### src/rtl/prio_arbiter_rr.sv
// prio_arbiter_rr
// Registered N-way request arbiter with a valid/ready grant handshake.
// Picks one active requester per decision, either by fixed priority
// (highest index wins) or round-robin (the last winner is least favoured),
// and holds the grant until downstream accepts it.
//
// Ports:
//   clk         rising-edge clock
//   rst_n       asynchronous active-low reset
//   req         request vector, bit i = requester i active
//   mode        0 = fixed priority, 1 = round-robin
//   gnt_ready   downstream accepts the presented grant
//   gnt_valid   a grant is presented
//   gnt_idx     index of the granted requester
//   gnt_onehot  one-hot grant, zero while gnt_valid is low
//   req_count   registered popcount of req
//
// state | meaning
// IDLE  | no grant presented, waiting for any request
// GRANT | grant presented and frozen until accepted
module prio_arbiter_rr #(
  parameter  int N     = 8,
  localparam int IDX_W = (N > 1) ? $clog2(N) : 1,
  localparam int CNT_W = $clog2(N + 1)
) (
  input  logic             clk,
  input  logic             rst_n,
  input  logic [N-1:0]     req,
  input  logic             mode,
  input  logic             gnt_ready,
  output logic             gnt_valid,
  output logic [IDX_W-1:0] gnt_idx,
  output logic [N-1:0]     gnt_onehot,
  output logic [CNT_W-1:0] req_count
);

  typedef enum logic {
    IDLE  = 1'b0,
    GRANT = 1'b1
  } state_e;

  state_e           state_q, state_d;
  logic [IDX_W-1:0] idx_q, idx_d;
  logic [IDX_W-1:0] last_ptr_q, last_ptr_d;
  logic [CNT_W-1:0] cnt_q, cnt_d;

  logic [N-1:0]     onehot;
  logic [N-1:0]     cand;
  logic [IDX_W-1:0] base;
  logic [IDX_W-1:0] win;
  logic             any_cand;

  always_comb begin
    onehot = '0;
    for (int i = 0; i < N; i++) begin
      onehot[i] = (state_q == GRANT) && (idx_q == IDX_W'(i));
    end
  end

  // While a grant is presented, the only decision that matters is the one
  // taken on accept: the granted bit is excluded and the round-robin search
  // starts just below it, since it becomes last_ptr at that same edge.
  always_comb begin
    cand = req & ~onehot;
    base = (state_q == GRANT) ? idx_q : last_ptr_q;
  end

  always_comb begin
    int p;
    win = '0;
    p   = 0;
    if (!mode) begin
      for (int i = 0; i < N; i++) begin
        if (cand[i]) win = IDX_W'(i);
      end
    end else begin
      // k is the search rank (0 = searched first); scanning from the last
      // rank to the first lets the earliest-ranked hit overwrite the rest.
      // Position wraps modulo N, not modulo 2^IDX_W.
      for (int k = N - 1; k >= 0; k--) begin
        p = int'(base) + N - 1 - k;
        if (p >= N) p = p - N;
        if (cand[p]) win = IDX_W'(p);
      end
    end
    any_cand = |cand;
  end

  always_comb begin
    state_d    = state_q;
    idx_d      = idx_q;
    last_ptr_d = last_ptr_q;
    unique case (state_q)
      IDLE: begin
        if (any_cand) begin
          state_d = GRANT;
          idx_d   = win;
        end
      end
      GRANT: begin
        if (gnt_ready) begin
          last_ptr_d = idx_q;
          if (any_cand) idx_d = win;
          else          state_d = IDLE;
        end
      end
      default: state_d = IDLE;
    endcase
  end

  always_comb begin
    cnt_d = '0;
    for (int i = 0; i < N; i++) begin
      cnt_d = cnt_d + CNT_W'(req[i]);
    end
  end

  always_ff @(posedge clk or negedge rst_n) begin
    if (!rst_n) begin
      state_q    <= IDLE;
      idx_q      <= '0;
      last_ptr_q <= '0;
      cnt_q      <= '0;
    end else begin
      state_q    <= state_d;
      idx_q      <= idx_d;
      last_ptr_q <= last_ptr_d;
      cnt_q      <= cnt_d;
    end
  end

  assign gnt_valid  = (state_q == GRANT);
  assign gnt_idx    = idx_q;
  assign gnt_onehot = onehot;
  assign req_count  = cnt_q;

endmodule

### config.mk
export PLATFORM = sky130hd
export DESIGN_NAME = prio_arbiter_rr
export DESIGN_NICKNAME = d
export VERILOG_FILES = /design/src/rtl/prio_arbiter_rr.sv
export SDC_FILE = /design/constraint.sdc
export NUM_CORES = 1
export LEC_CHECK = 0
export ABC_CLOCK_PERIOD_IN_PS = 2900
export BUFFER_PORTS_ARGS = -buffer_cell sky130_fd_sc_hd__buf_2
export CORE_AREA = 2 2 111 70
export CTS_BUF_LIST = sky130_fd_sc_hd__clkbuf_8 sky130_fd_sc_hd__clkbuf_16
export CTS_CLUSTER_SIZE = 24
export DETAILED_ROUTE_END_ITERATION = 12
export DIE_AREA = 0 0 113 72
export SYNTH_ARGS = -nofsm -noshare
export SYNTH_HDL_FRONTEND = slang
export SYNTH_SLANG_ARGS = --single-unit
export TNS_END_PERCENT = 20
### constraint.sdc
create_clock -name clk -period 2.9 [get_ports clk]
set_clock_uncertainty 0.2 [all_clocks]
set_input_delay 0.87 -clock clk [delete_from_list [all_inputs] [get_ports clk]]
set_output_delay 0.87 -clock clk [all_outputs]
set_load 0.03 [all_outputs]
==> flow_summary.ini, run 1 <==
[outcome]
outcome = finished with violations
violations = negative setup slack

[setup_path]
rr_worst_depth = 9
crit_arrival_ns = 3.21
regToRegStartpoint = gnt_valid
startpoint_type = input pin
reg2reg_slack_ns = 0.10
crit_fanout = 2
cpMaxStageDelayCell = fa_1
crit_chain = buf_8, fa_1, inv_1, fa_1, fa_1, inv_2, ha_4, inv_2, fa_1, inv_1
end_kind = flop
critPathKind = input pin to flop
critical_path.max_stage_delay_ns = 0.52
cpMostUsedCell = fa_1
r2r-end = gnt_idx[1]
crit_buf_inv = 5
crit_family = adder cells
crit_required_ns = 2.83

[yosys]
synth.distinct_cells = 60
async_flop_share = 1.00
synth_nets = 217
yosys_warnings = 0
ys_seq_elements = 11
synth_edf_count = 0
yosysSeqAreaShare = 0.160
synthFlopType = dfrtp_1
syn_inst = 196
synth_area_um2 = 1720
avgSynthCellArea_um2 = 8.78

[placement]
post-dp-hpwl_mm = 4.69
io_buffers = 27
place.gp.congestion = 0.929

[global_routing]
grt_max_degree = 14
grt_use_total = 0.143
antenna_found_initial = 0
grt-ovfl-total = 0
grt_pass1_wl_mm = 9.33
grt_pass1_vias = 1753

[die]
start_util = 0.243
rows = 24
dieHeight_um = 72
fp.coreArea_um2 = 7090
die_area_um2 = 8140
ios = 28
die_x_um = 113

[timing]
hold_slack_ns = 0.301
slew_viol_final = 0
setup_viol = 3
relSlewSlack = 0.688
min_period_ns = 3.28
worstMarginPinSlew_ns = 0.454
post-route-period-util = 1.13
rsz0062_at_grt = yes
tns_ns = -0.849
max_freq_mhz = 305
setup_ws_ns = -0.381
hold_viol = 0

[power]
p_leak_uw = 0.00103
share_comb_of_total_power = 0.837
p_switching_uw = 1640
power_frac_seq = 0.083
p_per_area_nw_per_um2 = 1380
pwr-share-clk = 0.080
swShare = 0.520
peakVddDrop_v = 0.000449
internal-power_uw = 1510

[drt]
routedWlPerCell_um = 16.8
drc_errors = 0
ant_nets = 0
drtPass1Iterations = 4
viasPerCell = 5.39
vias = 1821
drt-initial-drc-count = 222
drt-total-wl_mm = 5.69

[clocking]
cts.reportedPaths.clkPinSlew_ns = 0.04
clock_path_buffers = 2
insertion_delay_ns = 0.24
htreeDepth = 1
cts_made_buffers = 3
cts_tree = built
cts.sinks = 11
root_buffer = clkbuf_16
cts_hold_buffers = 0

[final_layout]
nNetsFinal = 269
layout.area.seq_um2 = 275
areaGrowthSynthToFinish_pct = 31.8
drive_gt1_frac = 0.393
diodes = 0
multi_input_area_um2 = 1350
fill_cells = 759

[job]
max_cap_viol_count = 0

[hold_path]
hp-class = input pin to asynchronous set/reset pin
==> cells in the mapped netlist, types with 3 or more instances <==
cell type	count	share of area
ha_1	5	0.036
o211ai_1	5	0.022
clkbuf_1	4	0.0087
o2111ai_1	5	0.025
nand4_1	8	0.029
dfrtp_1	11	0.16
nand3_1	10	0.029
o22ai_1	3	0.011
mux2_2	8	0.052
inv_1	19	0.041
xnor2_1	4	0.020
fa_1	4	0.047
mux2i_1	9	0.052
o21ai_0	6	0.017
nor3_1	3	0.0087
nand2_1	17	0.037
a21oi_1	7	0.020
buf_2	3	0.0087
nor2_1	7	0.015
mux4_2	4	0.052
nand4b_1	3	0.015
==> sequential cells by signal, indices dropped and copies added (netlist names) <==
name        flops
req_count       4
gnt_idx         3
last_ptr_q      3
gnt_valid       1
==> final cells by class <==
class,instances,share of cell area
Clock buffer,3,0.0331
Clock inverter,1,0.00165
Inverter,21,0.0347
Multi-Input combinational cell,153,0.593
Sequential cell,11,0.121
Tap cell,91,0.0502
Timing Repair Buffer,58,0.166
==> layout by cell type, fill, tap and decap left out, drive strengths merged, types with 6 or more instances in the layout <==
master	n
nand4	8
dfrtp	11
nand2	18
mux2i	11
a21oi	7
o21ai	7
inv	22
xnor2	6
nand3	10
mux2	10
buf	58
nor2	7
==> through the flow <==
step / util / total power, uW / cell area, um^2 / setup slack (ns) / std cells
after detailed placement: 0.301 / 2760 / 2140 / -0.696 / 334
after global placement: 0.301 / 2740 / 2140 / -0.666 / 334
final: 0.320 / 3140 / 2270 / -0.381 / 338
after CTS: 0.314 / 3050 / 2220 / -0.448 / 338
after floorplan: - / 2030 / 1720 / -0.473 / 196
after global routing: 0.320 / 3370 / 2270 / -0.450 / 338
==> cells by family after synthesis <==
group                      after synthesis  share of synthesized area
and+or+nand+nor                         61                      0.191
AOI/OAI and AO/OA                       52                      0.245
buffers and inverters                   32                     0.0850
muxes                                   25                      0.190
DFF                                     11                      0.160
adders and majority gates                9                     0.0829
xor gates and xnor gates                 6                     0.0458
==> worst reg2reg max path, stage by stage, from the launching register on <==
cell       delay [ns]
dfrtp_1          0.41
mux2_4           0.32
inv_2            0.13
ha_1             0.19
buf_4            0.15
xnor2_4          0.13
mux4_2           0.54
o211a_1          0.17
a2111oi_2        0.30
a21oi_1          0.12
==> power groups by stage <==
stage / registers (uW) / clock network, uW / logic [uW]
4_1_cts: 262 / 257 / 2530
3_5_place_dp: 263 / 0 / 2500
6_report: 262 / 251 / 2630
2_1_floorplan: 341 / 0 / 1690
5_1_grt: 269 / 264 / 2840
3_3_place_gp: 261 / 0 / 2480
==> what timing repair did <==
action                     4_1_cts  5_1_grt
buffers inserted                 0        0
setup endpoints to repair        5        6
resized for setup                2       10
==> metal layers <==
layer	share of wire	global-route usage	wire length, um
met2	0.37	0.186	2090
met4	0.014	0.0257	80
met5	0	0	0
met3	0.11	0.0351	611
met1	0.51	0.233	2910
==> worst max path at each step <==
stage	from	endpoint	slack [ns]	cells past startpoint
after global routing	req[0]	req_count[2]	-0.45	10
after global placement	req[0]	req_count[1]	-0.67	10
after detailed placement	req[0]	req_count[1]	-0.70	10
final	req[0]	req_count[1]	-0.38	10
after floorplan	req[0]	req_count[2]	-0.47	9
after CTS	req[0]	req_count[1]	-0.45	10
(Power assumes the default switching activity.)
==> run 2, diff against run 1 <==
--- a/config.mk
+++ b/config.mk
@@ -12,6 +12,7 @@
 export CTS_CLUSTER_SIZE = 24
 export DETAILED_ROUTE_END_ITERATION = 12
 export DIE_AREA = 0 0 113 72
+export REMOVE_ABC_BUFFERS = 1
 export SYNTH_ARGS = -nofsm -noshare
 export SYNTH_HDL_FRONTEND = slang
 export SYNTH_SLANG_ARGS = --single-unit
==> run 2 against run 1 <==
The run still ends with negative setup slack left. Via count unchanged. Global-route usage down 0.48 points. Clock power about the same. Clock-buffer cell count unchanged. Flip-flop and latch count unchanged. Routed wire length down 4.8%. Combinational power down 5%. Critical path depth unchanged. Worst hold slack better by 0.0066 ns. Sequential power up 2%. Highest routed layer is now met3.
==> flow_summary.ini, run 2 (synthesis results as in run 1) <==
[clocking]
cts.sinks = 11
cts_tree = built
insertion_delay_ns = 0.24
cts_made_buffers = 3
root_buffer = clkbuf_16
htreeDepth = 1
clock_path_buffers = 2
cts.reportedPaths.clkPinSlew_ns = 0.04
cts_hold_buffers = 0
cts_setup_buffers = 0

[timing]
worstMarginPinSlew_ns = 0.461
post-route-period-util = 1.16
rsz0062_at_grt = yes
relSlewSlack = 0.692
hold_slack_ns = 0.308
setup_ws_ns = -0.465
slew_viol_final = 0
min_period_ns = 3.36
setup_viol = 4
max_freq_mhz = 297
hold_viol = 0

[drt]
drt-total-wl_mm = 5.42
vias = 1821
routedWlPerCell_um = 16.1
drc_errors = 0
ant_nets = 0
drt-initial-drc-count = 169
viasPerCell = 5.40
drtPass1Iterations = 4

[placement]
place.gp.congestion = 0.905
dp_worst_setup_slack_ns = -0.748
post-dp-hpwl_mm = 4.57
io_buffers = 27

[power]
p_per_area_nw_per_um2 = 1370
peakVddDrop_v = 0.000544
finalPower_uw = 3020
p_leak_uw = 0.00101

[die]
ios = 28
die_area_um2 = 8140
dieHeight_um = 72
fp.coreArea_um2 = 7090
start_util = 0.243
die_x_um = 113
rows = 24

[global_routing]
grt_pass1_vias = 1616
grt_pass1_wl_mm = 8.94
grt_max_degree = 16
grt-ovfl-total = 0
grt_use_total = 0.138
antenna_found_initial = 0

[final_layout]
drive_gt1_frac = 0.358
fill_cells = 737
largest_register_ffs = 4
diodes = 0
areaGrowthSynthToFinish_pct = 28.2
nNetsFinal = 268
final_cell_mix = buf_4, buf_2, inv_1
layout_commonest_cell = buf_4

[outcome]
violations = negative setup slack
outcome = finished with violations

[setup_path]
startpoint_type = input pin
rr_worst_depth = 10
critPathKind = input pin to flop
crit_arrival_ns = 3.28
crit_required_ns = 2.82
end_kind = flop
crit_fanout = 2

[hold_path]
hp-class = input pin to asynchronous set/reset pin

[job]
max_cap_viol_count = 0
run 2: worst max-delay path, cell delays in order:
cell	delay (ns)
buf_2	0.11
fa_1	0.55
inv_1	0.06
fa_1	0.50
fa_1	0.41
inv_1	0.06
ha_1	0.15
inv_1	0.05
fa_1	0.37
xnor2_1	0.14
run 2: layout make-up:
| type | instances | area [um^2] | area share |
|---|---|---|---|
| Timing Repair Buffer | 57 | 360 | 0.163 |
| Inverter | 21 | 78.8 | 0.0357 |
| Tap cell | 91 | 114 | 0.0516 |
| Clock inverter | 1 | 3.75 | 0.00170 |
| Clock buffer | 3 | 75.1 | 0.0340 |
| Multi-Input combinational cell | 153 | 1300 | 0.589 |
| Sequential cell | 11 | 275 | 0.125 |
run 2: final timing paths:
check	from	end	slack, ns
min in group clk	last_ptr_q[1]	last_ptr_q[1]	0.31
min reg2reg	last_ptr_q[1]	last_ptr_q[1]	0.31
max reg2reg	gnt_valid	gnt_idx[1]	0.07
max in group asynchronous	rst_n	last_ptr_q[2]	1.97
min	rst_n	gnt_idx[2]	0.31
max	req[0]	req_count[2]	-0.46
run 2: report_power, final:
part           total (uW)  internal [uW]  switching [uW]
Clock                 253            181            71.9
Combinational        2500           1040            1460
Sequential            268            217            50.7
Total                3020           1440            1580
run 2: metal layers:
| metal | share of wire | track usage | wire length (um) |
|---|---|---|---|
| met1 | 0.52 | 0.246 | 2810 |
| met2 | 0.37 | 0.170 | 2000 |
| met3 | 0.11 | 0.0234 | 612 |
| met4 | 0 | 0.00813 | 0 |
| met5 | 0 | 0 | 0 |
run 2: what timing repair did:
item                       in CTS  in global routing
setup endpoints to repair       4                  6
gates resized for setup         0                  0
gates cloned                    0                  0
run 2: through the flow:
| step | utilization | setup TNS [ns] | std cells | cell area, um^2 |
|---|---|---|---|---|
| 2_1_floorplan | - | -2.39 | 185 | 1650 |
| 3_3_place_gp | 0.300 | -2.11 | 333 | 2130 |
| 3_5_place_dp | 0.300 | -2.30 | 333 | 2130 |
| 4_1_cts | 0.311 | -1.25 | 337 | 2210 |
| 5_1_grt | 0.311 | -1.67 | 337 | 2210 |
| 6_report | 0.311 | -1.18 | 337 | 2210 |
==> run 3, diff against run 2 <==
--- a/config.mk
+++ b/config.mk
@@ -12,7 +12,9 @@
 export CTS_CLUSTER_SIZE = 24
 export DETAILED_ROUTE_END_ITERATION = 12
 export DIE_AREA = 0 0 113 72
+export GPL_ROUTABILITY_DRIVEN = 0
 export REMOVE_ABC_BUFFERS = 1
+export SKIP_LAST_GASP = 1
 export SYNTH_ARGS = -nofsm -noshare
 export SYNTH_HDL_FRONTEND = slang
 export SYNTH_SLANG_ARGS = --single-unit
==> run 3 against run 2 <==
The flow still finishes with violations (negative setup slack). Combinational power barely moved. Critical endpoint unchanged. Utilization did not move. Maximum frequency is the same. Largest power group unchanged. First-iteration DRC count down 7.1%. Non-clock buffer count stayed put. Cell area unchanged. Clock-buffer cell count unchanged.
==> flow_summary.ini, run 3 (synthesis results as in run 1) <==
[drt]
vias = 1821
ant_nets = 0
drtPass1Iterations = 4
drc_errors = 0
viasPerCell = 5.40
drt-initial-drc-count = 157
drt-total-wl_mm = 5.42
routedWlPerCell_um = 16.1

[setup_path]
critical_path.max_stage_delay_ns = 0.55
end_kind = flop
critPathLaunch = req[0]
rr_worst_depth = 10
crit_buf_inv = 4
cpMostUsedCell = fa_1
critPathKind = input pin to flop
r2r-end = gnt_idx[1]
crit_required_ns = 2.82
crit_chain = buf_2, fa_1, inv_1, fa_1, fa_1, inv_1, ha_1, inv_1, fa_1, xnor2_1
cpMaxStageDelayCell = fa_1
regToRegStartpoint = gnt_valid
crit_fanout = 2
crit_family = adder cells
startpoint_type = input pin
crit_arrival_ns = 3.28
reg2reg_slack_ns = 0.07

[power]
finalPower_uw = 3020
p_per_area_nw_per_um2 = 1370
p_leak_uw = 0.00101
peakVddDrop_v = 0.000544

[clocking]
cts.reportedPaths.clkPinSlew_ns = 0.04
cts_tree = built
clock_path_buffers = 2
root_buffer = clkbuf_16
cts_setup_buffers = 0
cts.sinks = 11
cts_hold_buffers = 0
cts_made_buffers = 3
insertion_delay_ns = 0.24
htreeDepth = 1

[global_routing]
antenna_found_initial = 0
grt_use_total = 0.138
grt_pass1_vias = 1616
grt_pass1_wl_mm = 8.94
grt-ovfl-total = 0
grt_max_degree = 16

[final_layout]
nNetsFinal = 268
layout_commonest_cell = buf_4
largest_register_ffs = 4
drive_gt1_frac = 0.358
fin_cells = 337
diodes = 0
final_cell_mix = buf_4, buf_2, inv_1
areaGrowthSynthToFinish_pct = 28.2
fill_cells = 737
final_area_um2 = 2210

[timing]
min_period_ns = 3.36
rsz0062_at_grt = yes
setup_viol = 4
post-route-period-util = 1.16
hold_viol = 0
worstMarginPinSlew_ns = 0.461
setup_ws_ns = -0.465
relSlewSlack = 0.692
slew_viol_final = 0
max_freq_mhz = 297

[die]
start_util = 0.243
rows = 24
ios = 28
dieHeight_um = 72
die_area_um2 = 8140
fp.coreArea_um2 = 7090
die_x_um = 113

[placement]
place_inst = 333
post-dp-hpwl_mm = 4.57
dpl_cell_area_um2 = 2130
io_buffers = 27

[job]
max_cap_viol_count = 0

[hold_path]
hp-class = input pin to asynchronous set/reset pin

[outcome]
outcome = finished with violations
violations = negative setup slack
[run 3: cell counts in the layout (fill, tap and decap cells not counted)]
No cell type changed its count.
[run 3: layout make-up]
type,count,area (um^2),area share
clock buffers,3,75.1,0.0340
clock inverters,1,3.75,0.00170
inverters,21,78.8,0.0357
multi-input cells,153,1300,0.589
flip-flops and latches,11,275,0.125
well taps,91,114,0.0516
repair buffers,57,360,0.163
[run 3: power by group]
group	total [uW]	internal [uW]	switching, uW	leakage (uW)
logic	2500	1040	1460	0.000848
clock network	253	181	71.9	0.0000423
registers	268	217	50.7	0.000124
total	3020	1440	1580	0.00101
[run 3: what timing repair did]
action	CTS	global route
resized for setup	0	0
pin swaps	0	0
hold endpoints to repair	0	0
setup endpoints to repair	4	6
[run 3: stage by stage]
step                      hold WS, ns   util  setup TNS, ns  setup slack [ns]
final                           0.308  0.311          -1.18            -0.465
after global routing            0.320  0.311          -1.67            -0.550
after CTS                       0.308  0.311          -1.25            -0.483
after detailed placement        0.298  0.300          -2.30            -0.748
after global placement          0.299  0.300          -2.11            -0.677
after floorplan                 0.279      -          -2.39            -0.554
[run 3: metal layers]
| layer | vias up | routed length [um] | global-route usage |
|---|---|---|---|
| met5 | - | 0 | 0 |
| li1 | 852 | - | - |
| met4 | 0 | 0 | 0.00813 |
| met1 | 888 | 2810 | 0.246 |
| met3 | 0 | 612 | 0.0234 |
| met2 | 81 | 2000 | 0.170 |
[run 3: worst max path at each step]
stage	endpoint	cells after the start	slack, ns
2_1_floorplan	gnt_idx[1]	7	-0.55
3_3_place_gp	req_count[1]	10	-0.68
3_5_place_dp	req_count[2]	10	-0.75
4_1_cts	req_count[2]	10	-0.48
5_1_grt	req_count[2]	10	-0.55
6_report	req_count[2]	10	-0.46
